$ cat src/rtl/intra_recon_pkg.sv
// Shared types and helpers for the intra reconstruction block: FSM states,
// TU size limits and the per-side 4x4 block count of a TU.
package intra_recon_pkg;

    typedef enum logic {
        IDLE = 1'b0,
        RUN  = 1'b1
    } state_e;

    localparam logic [2:0] TU_SIZE_MIN = 3'd2;
    localparam logic [2:0] TU_SIZE_MAX = 3'd5;

    // Number of 4x4 blocks along one side of a TU of log2 size tu (2..5).
    function automatic logic [3:0] blk_count(input logic [2:0] tu);
        blk_count = 4'd1 << (tu - TU_SIZE_MIN);
    endfunction

endpackage

$ cat src/rtl/intra_recon_clip.sv
// One-sample reconstruction: pred + signed residual, clipped to the sample range.
// Optional clipped flag under INTRA_RECON_CLIP_CNT_EN.
module intra_recon_clip #(
    parameter int BIT_DEPTH = 8
) (
    input  logic [BIT_DEPTH-1:0] pred,
    input  logic [BIT_DEPTH:0]   resid,
`ifdef INTRA_RECON_CLIP_CNT_EN
    output logic                 clipped,
`endif
    output logic [BIT_DEPTH-1:0] recon
);

    logic signed [BIT_DEPTH+1:0] sum_s;

    // Sum at BIT_DEPTH+2 bits: the top bit is the sign, the next one flags overflow.
    always_comb begin
        sum_s = $signed({2'b00, pred}) + $signed({resid[BIT_DEPTH], resid});
        if (sum_s[BIT_DEPTH+1]) begin
            recon = {BIT_DEPTH{1'b0}};
        end else if (sum_s[BIT_DEPTH]) begin
            recon = {BIT_DEPTH{1'b1}};
        end else begin
            recon = sum_s[BIT_DEPTH-1:0];
        end
    end

`ifdef INTRA_RECON_CLIP_CNT_EN
    assign clipped = sum_s[BIT_DEPTH+1] | sum_s[BIT_DEPTH];
`endif

endmodule

$ cat src/rtl/intra_recon.sv
// Intra TU reconstruction: walks the 4x4 blocks of a TU in raster order and
// registers clipped pred+resid per block. INTRA_RECON_CLIP_CNT_EN adds clip_cnt.
module intra_recon
    import intra_recon_pkg::*;
#(
    parameter int BIT_DEPTH = 8
) (
    input  logic                        clk,
    input  logic                        arst_n,
    input  logic                        rst_n,
    input  logic                        start,
    input  logic [2:0]                  tuSize,
    input  logic                        in_valid,
    output logic                        in_ready,
    input  logic [16*BIT_DEPTH-1:0]     pred,
    input  logic [16*(BIT_DEPTH+1)-1:0] resid,
    input  logic                        bStop,
    output logic                        out_valid,
    output logic [16*BIT_DEPTH-1:0]     reconSamples,
    output logic [2:0]                  X,
    output logic [2:0]                  Y,
    output logic                        isLastCycInTb,
    output logic                        busy
`ifdef INTRA_RECON_CLIP_CNT_EN
    ,
    output logic [15:0]                 clip_cnt
`endif
);

    localparam int SW = BIT_DEPTH;
    localparam int RW = BIT_DEPTH + 1;

    state_e              state_q, state_d;
    logic [2:0]          tu_q, tu_d;
    logic [2:0]          col_q, col_d;
    logic [2:0]          row_q, row_d;
    logic [2:0]          x_q, x_d;
    logic [2:0]          y_q, y_d;
    logic                out_valid_q, out_valid_d;
    logic                last_q, last_d;
    logic [16*SW-1:0]    recon_q, recon_d;
    logic [16*SW-1:0]    clip_s;
    logic                accept_s;
    logic                last_blk_s;
    logic                tu_legal_s;
    logic [2:0]          n_last_s;

`ifdef INTRA_RECON_CLIP_CNT_EN
    logic [15:0]         flags_s;
    logic [15:0]         cnt_q, cnt_d;
    logic [4:0]          pop_s;
    logic [16:0]         cnt_sum_s;
`endif

    for (genvar i = 0; i < 16; i++) begin : g_clip
        intra_recon_clip #(.BIT_DEPTH(BIT_DEPTH)) u_clip (
            .pred    (pred[(15-i)*SW +: SW]),
            .resid   (resid[(15-i)*RW +: RW]),
`ifdef INTRA_RECON_CLIP_CNT_EN
            .clipped (flags_s[i]),
`endif
            .recon   (clip_s[(15-i)*SW +: SW])
        );
    end

    // Handshake and end-of-TU detection from the current counters.
    always_comb begin
        tu_legal_s = (tuSize >= TU_SIZE_MIN) && (tuSize <= TU_SIZE_MAX);
        n_last_s   = 3'(blk_count(tu_q) - 4'd1);
        last_blk_s = (col_q == n_last_s) && (row_q == n_last_s);
        in_ready   = (state_q == RUN) && (!out_valid_q || !bStop);
        accept_s   = in_valid && in_ready;
    end

    // Next-state for FSM, block counters and output register; rst_n clears synchronously.
    always_comb begin
        state_d     = state_q;
        tu_d        = tu_q;
        col_d       = col_q;
        row_d       = row_q;
        out_valid_d = out_valid_q;
        recon_d     = recon_q;
        x_d         = x_q;
        y_d         = y_q;
        last_d      = last_q;

        case (state_q)
            IDLE: begin
                if (start && tu_legal_s) begin
                    state_d = RUN;
                    tu_d    = tuSize;
                    col_d   = 3'd0;
                    row_d   = 3'd0;
                end else begin
                    state_d = IDLE;
                end
            end
            RUN: begin
                if (accept_s && last_blk_s) begin
                    state_d = IDLE;
                    col_d   = 3'd0;
                    row_d   = 3'd0;
                end else if (accept_s && (col_q == n_last_s)) begin
                    col_d = 3'd0;
                    row_d = row_q + 3'd1;
                end else if (accept_s) begin
                    col_d = col_q + 3'd1;
                end else begin
                    state_d = RUN;
                end
            end
            default: begin
                state_d = IDLE;
            end
        endcase

        // A new block always wins; otherwise an unstalled output drains.
        if (accept_s) begin
            out_valid_d = 1'b1;
            recon_d     = clip_s;
            x_d         = col_q;
            y_d         = row_q;
            last_d      = last_blk_s;
        end else if (out_valid_q && !bStop) begin
            out_valid_d = 1'b0;
        end else begin
            out_valid_d = out_valid_q;
        end

        if (!rst_n) begin
            state_d     = IDLE;
            tu_d        = 3'd0;
            col_d       = 3'd0;
            row_d       = 3'd0;
            out_valid_d = 1'b0;
            recon_d     = {16*SW{1'b0}};
            x_d         = 3'd0;
            y_d         = 3'd0;
            last_d      = 1'b0;
        end else begin
            state_d = state_d;
        end
    end

    // State, counters and registered outputs.
    always_ff @(posedge clk or negedge arst_n) begin
        if (!arst_n) begin
            state_q     <= IDLE;
            tu_q        <= 3'd0;
            col_q       <= 3'd0;
            row_q       <= 3'd0;
            out_valid_q <= 1'b0;
            recon_q     <= {16*SW{1'b0}};
            x_q         <= 3'd0;
            y_q         <= 3'd0;
            last_q      <= 1'b0;
        end else begin
            state_q     <= state_d;
            tu_q        <= tu_d;
            col_q       <= col_d;
            row_q       <= row_d;
            out_valid_q <= out_valid_d;
            recon_q     <= recon_d;
            x_q         <= x_d;
            y_q         <= y_d;
            last_q      <= last_d;
        end
    end

    assign out_valid     = out_valid_q;
    assign reconSamples  = recon_q;
    assign X             = x_q;
    assign Y             = y_q;
    assign isLastCycInTb = last_q;
    assign busy          = (state_q == RUN) || out_valid_q;

`ifdef INTRA_RECON_CLIP_CNT_EN
    // Saturating count of clipped samples, cleared when a TU is started.
    always_comb begin
        pop_s = 5'd0;
        for (int i = 0; i < 16; i++) begin
            pop_s = pop_s + {4'd0, flags_s[i]};
        end
        cnt_sum_s = {1'b0, cnt_q} + {12'd0, pop_s};
        if (!rst_n) begin
            cnt_d = 16'd0;
        end else if (start && (state_q == IDLE)) begin
            cnt_d = 16'd0;
        end else if (accept_s && cnt_sum_s[16]) begin
            cnt_d = 16'hFFFF;
        end else if (accept_s) begin
            cnt_d = cnt_sum_s[15:0];
        end else begin
            cnt_d = cnt_q;
        end
    end

    // Clip counter register.
    always_ff @(posedge clk or negedge arst_n) begin
        if (!arst_n) begin
            cnt_q <= 16'd0;
        end else begin
            cnt_q <= cnt_d;
        end
    end

    assign clip_cnt = cnt_q;
`endif

endmodule
$ cat config.mk
export PLATFORM = sky130hd
export DESIGN_NAME = intra_recon
export DESIGN_NICKNAME = d
export VERILOG_FILES = /design/src/rtl/intra_recon_pkg.sv /design/src/rtl/intra_recon_clip.sv /design/src/rtl/intra_recon.sv
export SDC_FILE = /design/constraint.sdc
export NUM_CORES = 1
export LEC_CHECK = 0
export CAP_MARGIN = 20
export CORE_MARGIN = 4
export CORE_UTILIZATION = 35
export DETAILED_ROUTE_END_ITERATION = 16
export SYNTH_ARGS = -nofsm -noshare
export SYNTH_HDL_FRONTEND = slang
export SYNTH_SLANG_ARGS = --single-unit
export TNS_END_PERCENT = 10
$ cat constraint.sdc
create_clock -name clk -period 6.6 [get_ports clk]
set_input_delay 1.32 -clock clk [delete_from_list [all_inputs] [get_ports clk]]
set_output_delay 1.32 -clock clk [all_outputs]
set_load 0.05 [all_outputs]
==> qor.txt, run 1 <==
Mapped Area -> 0.0120 mm²
Finished Layout Cells -> 2310
RSZ-0062 raised after global routing -> false
Yosys reg bits -> 146
Nets@finish -> 2276
Setup crit start kind -> input pin
Setup bufs post-CTS -> 0
Pleak -> 0.00735 µW
Kind of end point of the critical path -> primary output
Most numerous cell in the Yosys netlist -> nand2_1
Worst ir drop on vdd -> 0.163 mV
Seq/Total Area, Yosys -> 30.5%
Post-synth top cells -> nand2_1 (204), dfrtp_1 (146), a21oi_1 (138), o21ai_0 (133), ha_1 (131)
DR WL/cell -> 18.5 µm
Shortest period the worst path allows -> 4.06 ns
Final Hold Viols -> 0
# fillers -> 3160
Setup TNS -> 0 ns
Final WL -> 42700 µm
Relative slew slack -> 40.3%
Htree depth -> 4
# DRC -> 0
GR Overflow Total -> 0
Initial DRC Count -> 567
Status -> finished clean
Area leader, netlist -> dfrtp_1
Vert. Die Dim -> 193 µm
Initial core utilization -> 35.6%
DP Cell Count -> 2277
Post-DP HPWL -> 34200 µm
Syn avg cell area -> 8.28 µm²
Syn_nets -> 1873
Power Total -> 3050 µW
WHS Path Cells -> 2
Port Buffer Count -> 418
CTS root buffer -> clkbuf_16
Vias in the first global route -> 12237
Ys Warns -> 0
Clock insertion delay at the later pin of the skew report -> 0.43 ns
Post-Layout Inst Area -> 0.0172 mm²
Antenna Nets Post-Route -> 0
Area Growth Syn to Fin -> 43.7%
CP Max Fanout -> 2
Setup-failing EPs final -> 0
Synth cell types -> 51
Post-detailed-route via-to-cell ratio -> 5.28
Via Count -> 12192
Number of synthesized flops with an enable pin -> 0
Worst EP arrival -> 2.74 ns
Worst slew pin tran -> 0.895 ns
Cell Pwr Density -> 177 mW/mm²
Slew Viols, Final -> 0
Width of the die -> 193 µm
CTS resizes -> 0
Worst Hold Class -> reg2reg
Number of I/O pins -> 419
Num CTS Buffers -> 17
Largest net degree at the start of global routing -> 90
Hold buffers post-CTS -> 0
Layout cells sized above 1 -> 3.49%
First-pass GRT wire length -> 65700 µm
Max clock buf depth -> 2
Gr usage total -> 22.2%
GPL Wtd Cong -> 0.951
Cells after synthesis -> 1445
Async SR Flop Fraction -> 100%
Critical path class -> in2out
Area after DPL -> 0.0166 mm²
Final Cycle Share -> 61.6%
Worst-path clk slew -> 0.07 ns
Max cap viols -> 0
Core footprint -> 0.0336 mm²
TritonCTS clock tree -> yes
Detailed Routing Iterations Pass 1 -> 5
R2r worst-path depth -> 6
FMAX -> 0.246 GHz
Final core occ -> 51.1%
Die Footprint -> 0.0372 mm²
Worst EP required -> 5.28 ns
Clock skew -> 0.0168 ns
Ys flop type -> dfrtp_1
FP Rows -> 67
Clk sink count -> 146
Top cells by area, synth -> dfrtp_1 (31%), ha_1 (14%), nand2_1 (6.4%)
Post-synth top area share -> 30.5%
Initial antenna violation count -> 2
-- cells in the final DEF, fill, tap and decap left out, types with 3 or more instances in the layout --
| cell type | synthesis | layout |
|---|---|---|
| nor3_1 | 46 | 46 |
| inv_6 | 0 | 4 |
| nor2b_1 | 18 | 18 |
| nor2_1 | 123 | 123 |
| clkdlybuf4s50_1 | 0 | 417 |
| nand2_1 | 204 | 203 |
| a211o_1 | 28 | 28 |
| clkinv_4 | 0 | 3 |
| nand3_1 | 67 | 67 |
| o21bai_1 | 16 | 16 |
| xnor2_1 | 24 | 24 |
| o31ai_1 | 10 | 10 |
| clkbuf_16 | 0 | 17 |
| mux2i_1 | 18 | 18 |
| o21a_1 | 30 | 30 |
| a31o_2 | 14 | 14 |
| a21oi_1 | 138 | 137 |
| maj3_1 | 5 | 5 |
| nand2b_1 | 38 | 38 |
| inv_1 | 21 | 21 |
| a211oi_1 | 20 | 20 |
| clkinvlp_4 | 0 | 4 |
| ha_1 | 131 | 131 |
| or3_1 | 29 | 29 |
| o221ai_1 | 20 | 20 |
| nand3b_1 | 6 | 6 |
| dfrtp_1 | 146 | 146 |
| and3b_1 | 9 | 9 |
| and2_1 | 4 | 3 |
| buf_4 | 0 | 9 |
| xor2_1 | 34 | 34 |
| o21ai_0 | 133 | 133 |
| fa_1 | 16 | 16 |
| a21o_1 | 31 | 31 |
-- per-stage QoR --
step           setup WS, ns  hold slack (ns)
2_1_floorplan          3.02            0.522
3_3_place_gp           2.41            0.463
3_5_place_dp           2.39            0.469
4_1_cts                2.54            0.483
5_1_grt                2.48            0.498
6_report               2.54            0.475
-- logic make-up (layout without fill, tap and decap cells) --
logic type	Yosys count	after routing	share of synthesized area (%)
other	0	1	0
flip-flops	146	146	30.5
buffers and inverters	65	481	2.05
AO/OA/AOI/OAI	450	450	23.3
multiplexers	19	19	1.60
XOR/XNOR	58	58	4.25
AND/OR/NAND/NOR	555	555	21.5
adder cells (fa/ha/maj)	152	152	16.8
-- critical path: stages --
cell             delay, ns
clkdlybuf4s50_1       0.41
nand2_1               0.09
and2_1                0.12
clkdlybuf4s50_1       0.79
-- layer usage --
metal / up-vias / track usage [%] / routed length, µm
met2: 338 / 39.0 / 20700
met3: 31 / 5.95 / 3290
met1: 5773 / 27.4 / 18100
li1: 6048 / - / -
met5: - / 0 / 13
met4: 2 / 4.31 / 651
-- flip-flops by register name, summed over array words and instances, names as in the netlist --
name,cells
reconSamples,128
X,3
Y,3
col_q,3
row_q,3
tu_q,3
isLastCycInTb,1
out_valid,1
state_q,1
-- area by class of cell --
cell class	instances	area [µm²]	share of cell area, %
clock inverter	14	124	0.720
inverter	22	82.6	0.480
sequential	146	3650	21.2
tap	448	561	3.26
timing repair buffer	427	4250	24.7
antenna	1	2.50	0.0146
multi-input combinational	1234	8080	47.0
clock buffer	18	439	2.55
-- power breakdown --
group          internal [µW]  switching (µW)
sequential               937            31.2
combinational            492             642
clock                    503             441
total                   1930            1110
-- worst paths after layout --
path	from	endpoint	slack, ns
min in group asynchronous	arst_n	reconSamples[48]$_DFFE_PN0P_	0.94
min reg2reg	reconSamples[107]$_DFFE_PN0P_	reconSamples[107]$_DFFE_PN0P_	0.47
max in group asynchronous	arst_n	reconSamples[68]$_DFFE_PN0P_	4.31
min	reconSamples[107]$_DFFE_PN0P_	reconSamples[107]$_DFFE_PN0P_	0.47
max reg2reg	out_valid$_DFFE_PN0P_	reconSamples[126]$_DFFE_PN0P_	3.94
max	bStop	in_ready	2.54
(Power assumes the default switching activity.)
==> run 2: changes to the inputs <==
clock period = 3.8 ns   (was 6.6 ns; I/O delays follow)
==> run 2 against run 1 <==
Net effect:
- cell count up 0.22%
- final area grew 0.89%
- non-clock buffer count is 4 higher
- highest routed layer is now met4
- clock skew is 0.011 ns lower
- first-iteration DRC count up 3.0%
- largest cell class unchanged
- power is 82% higher
- sequential cell count is the same
- hold slack lost 0.11 ns
==> qor.txt, run 2 (synthesis gave the netlist of run 1 again) <==
Gr usage total -> 21.9%
TritonCTS clock tree -> yes
Initial antenna violation count -> 1
CTS root buffer -> clkbuf_16
Met3 WL -> 3520 µm
Most common cell after layout, fill and taps aside -> clkdlybuf4s50_1
Setup-failing EPs final -> 0
Vias in the first global route -> 12024
Vert. Die Dim -> 193 µm
Detailed Routing Iterations Pass 1 -> 7
Max clock buf depth -> 2
Initial core utilization -> 35.6%
DR WL/cell -> 18.2 µm
Clock skew -> 0.00564 ns
Post-DP HPWL -> 33900 µm
Worst EP required -> 4.11 ns
CP Max Fanout -> 9
FMAX -> 0.308 GHz
GR Overflow Total -> 0
Worst slew pin tran -> 0.827 ns
Via Count -> 12143
Kind of end point of the critical path -> register
Largest register FFs -> 128
Slew Viols, Final -> 0
Worst-path cell with the longest stage delay -> or4_1
Worst-path clk slew -> 0.06 ns
Final core occ -> 51.6%
RSZ-0062 raised after global routing -> false
Pleak -> 0.00744 µW
Wire length on met2 -> 19900 µm
Worst Hold Class -> in2async
Max cap viols -> 0
Clock insertion delay at the later pin of the skew report -> 0.43 ns
Antenna Nets Post-Route -> 0
Crit-path cells -> clkdlybuf4s50_1 -> ha_1 -> fa_1 -> a211oi_1 -> nor3_2 -> mux2i_1 -> or4_1 -> nor4b_1 -> a211oi_1
Largest net degree at the start of global routing -> 80
Post-detailed-route via-to-cell ratio -> 5.25
Htree depth -> 4
Number of I/O pins -> 419
Area after DPL -> 0.0167 mm²
Die Footprint -> 0.0372 mm²
Nets@finish -> 2280
Clk sink count -> 146
GPL Wtd Cong -> 0.928
Worst EP arrival -> 3.55 ns
Num CTS Buffers -> 17
Post-placement worst setup slack -> 0.132 ns
Worst Slack Setup Final -> 0.557 ns
Critical path class -> in2reg
Worst ir drop on vdd -> 0.296 mV
Status -> finished clean
Power Total -> 5540 µW
Setup TNS -> 0 ns
Area Growth Syn to Fin -> 45.0%
WL met1 -> 17600 µm
Setup crit start kind -> input pin
Layout cells sized above 1 -> 3.65%
Crit path largest cell delay -> 0.68 ns
Port Buffer Count -> 418
CP dominant cell by count -> a211oi_1
Hold buffers post-CTS -> 0
Width of the die -> 193 µm
Commonest cells after routing, fill and taps aside -> clkdlybuf4s50_1 (417), nand2_1 (203), dfrtp_1 (146)
Cell Pwr Density -> 320 mW/mm²
# DRC -> 0
CTS resizes -> 0
Final Hold Viols -> 0
FP Rows -> 67
Shortest period the worst path allows -> 3.24 ns
Relative slew slack -> 44.9%
Core footprint -> 0.0336 mm²
First-pass GRT wire length -> 64300 µm
Final Cycle Share -> 85.3%
Setup bufs post-CTS -> 0
Highest metal layer with signal wires -> met4
Initial DRC Count -> 584
Post-Layout Inst Area -> 0.0173 mm²
Final WL -> 42200 µm
==> run 2: path summary, 6_finish.rpt <==
kind,endpoint,cells past startpoint,startpoint,slack (ns)
worst max-delay path,reconSamples[127]$_DFFE_PN0P_,9,pred[120],0.56
worst min-delay path,reconSamples[49]$_DFFE_PN0P_,1,arst_n,0.36
worst max register to register,row_q[2]$_DFFE_PN0P_,8,tu_q[0]$_DFFE_PN0P_,1.37
worst min register to register,reconSamples[126]$_DFFE_PN0P_,2,reconSamples[126]$_DFFE_PN0P_,0.47
max in group asynchronous,reconSamples[10]$_DFFE_PN0P_,2,arst_n,2.57
min in group clk,reconSamples[126]$_DFFE_PN0P_,2,reconSamples[126]$_DFFE_PN0P_,0.47
==> run 2: cell type report <==
| type | count | area (µm²) |
|---|---|---|
| multi-input cells | 1234 | 8080 |
| fillers | 3189 | 16300 |
| clock buffers | 24 | 512 |
| diodes | 2 | 5.00 |
| well taps | 448 | 561 |
| repair buffers | 431 | 4310 |
| clock inverters | 8 | 146 |
| flip-flops and latches | 146 | 3650 |
| inverters | 22 | 82.6 |
==> run 2: layer usage <==
layer	vias to the layer above	global-route usage, %
met5	-	0
met2	342	37.0
met3	56	6.86
met4	0	7.52
li1	6069	-
met1	5676	26.3
==> run 2: through the flow <==
stage	hold slack, ns	instances
after CTS	0.399	2313
after floorplan	0.464	1445
after global routing	0.422	2314
final	0.360	2315
after global placement	0.461	2281
after detailed placement	0.469	2281
==> run 2: where the power goes <==
group / leakage [µW] / total, µW / switching, µW / internal, µW
Sequential: 0.00201 / 1680 / 50.2 / 1630
Combinational: 0.00511 / 1970 / 1110 / 860
Clock: 0.000322 / 1890 / 687 / 1200
==> run 2: critical path, delay by kind of cell <==
| family | cells | cell delay (ns) |
|---|---|---|
| AOI/OAI and AO/OA | 2 | 0.48 |
| and+or+nand+nor | 3 | 1.12 |
| adders and majority gates | 2 | 0.66 |
| buffers and inverters | 1 | 0.40 |
| muxes | 1 | 0.13 |
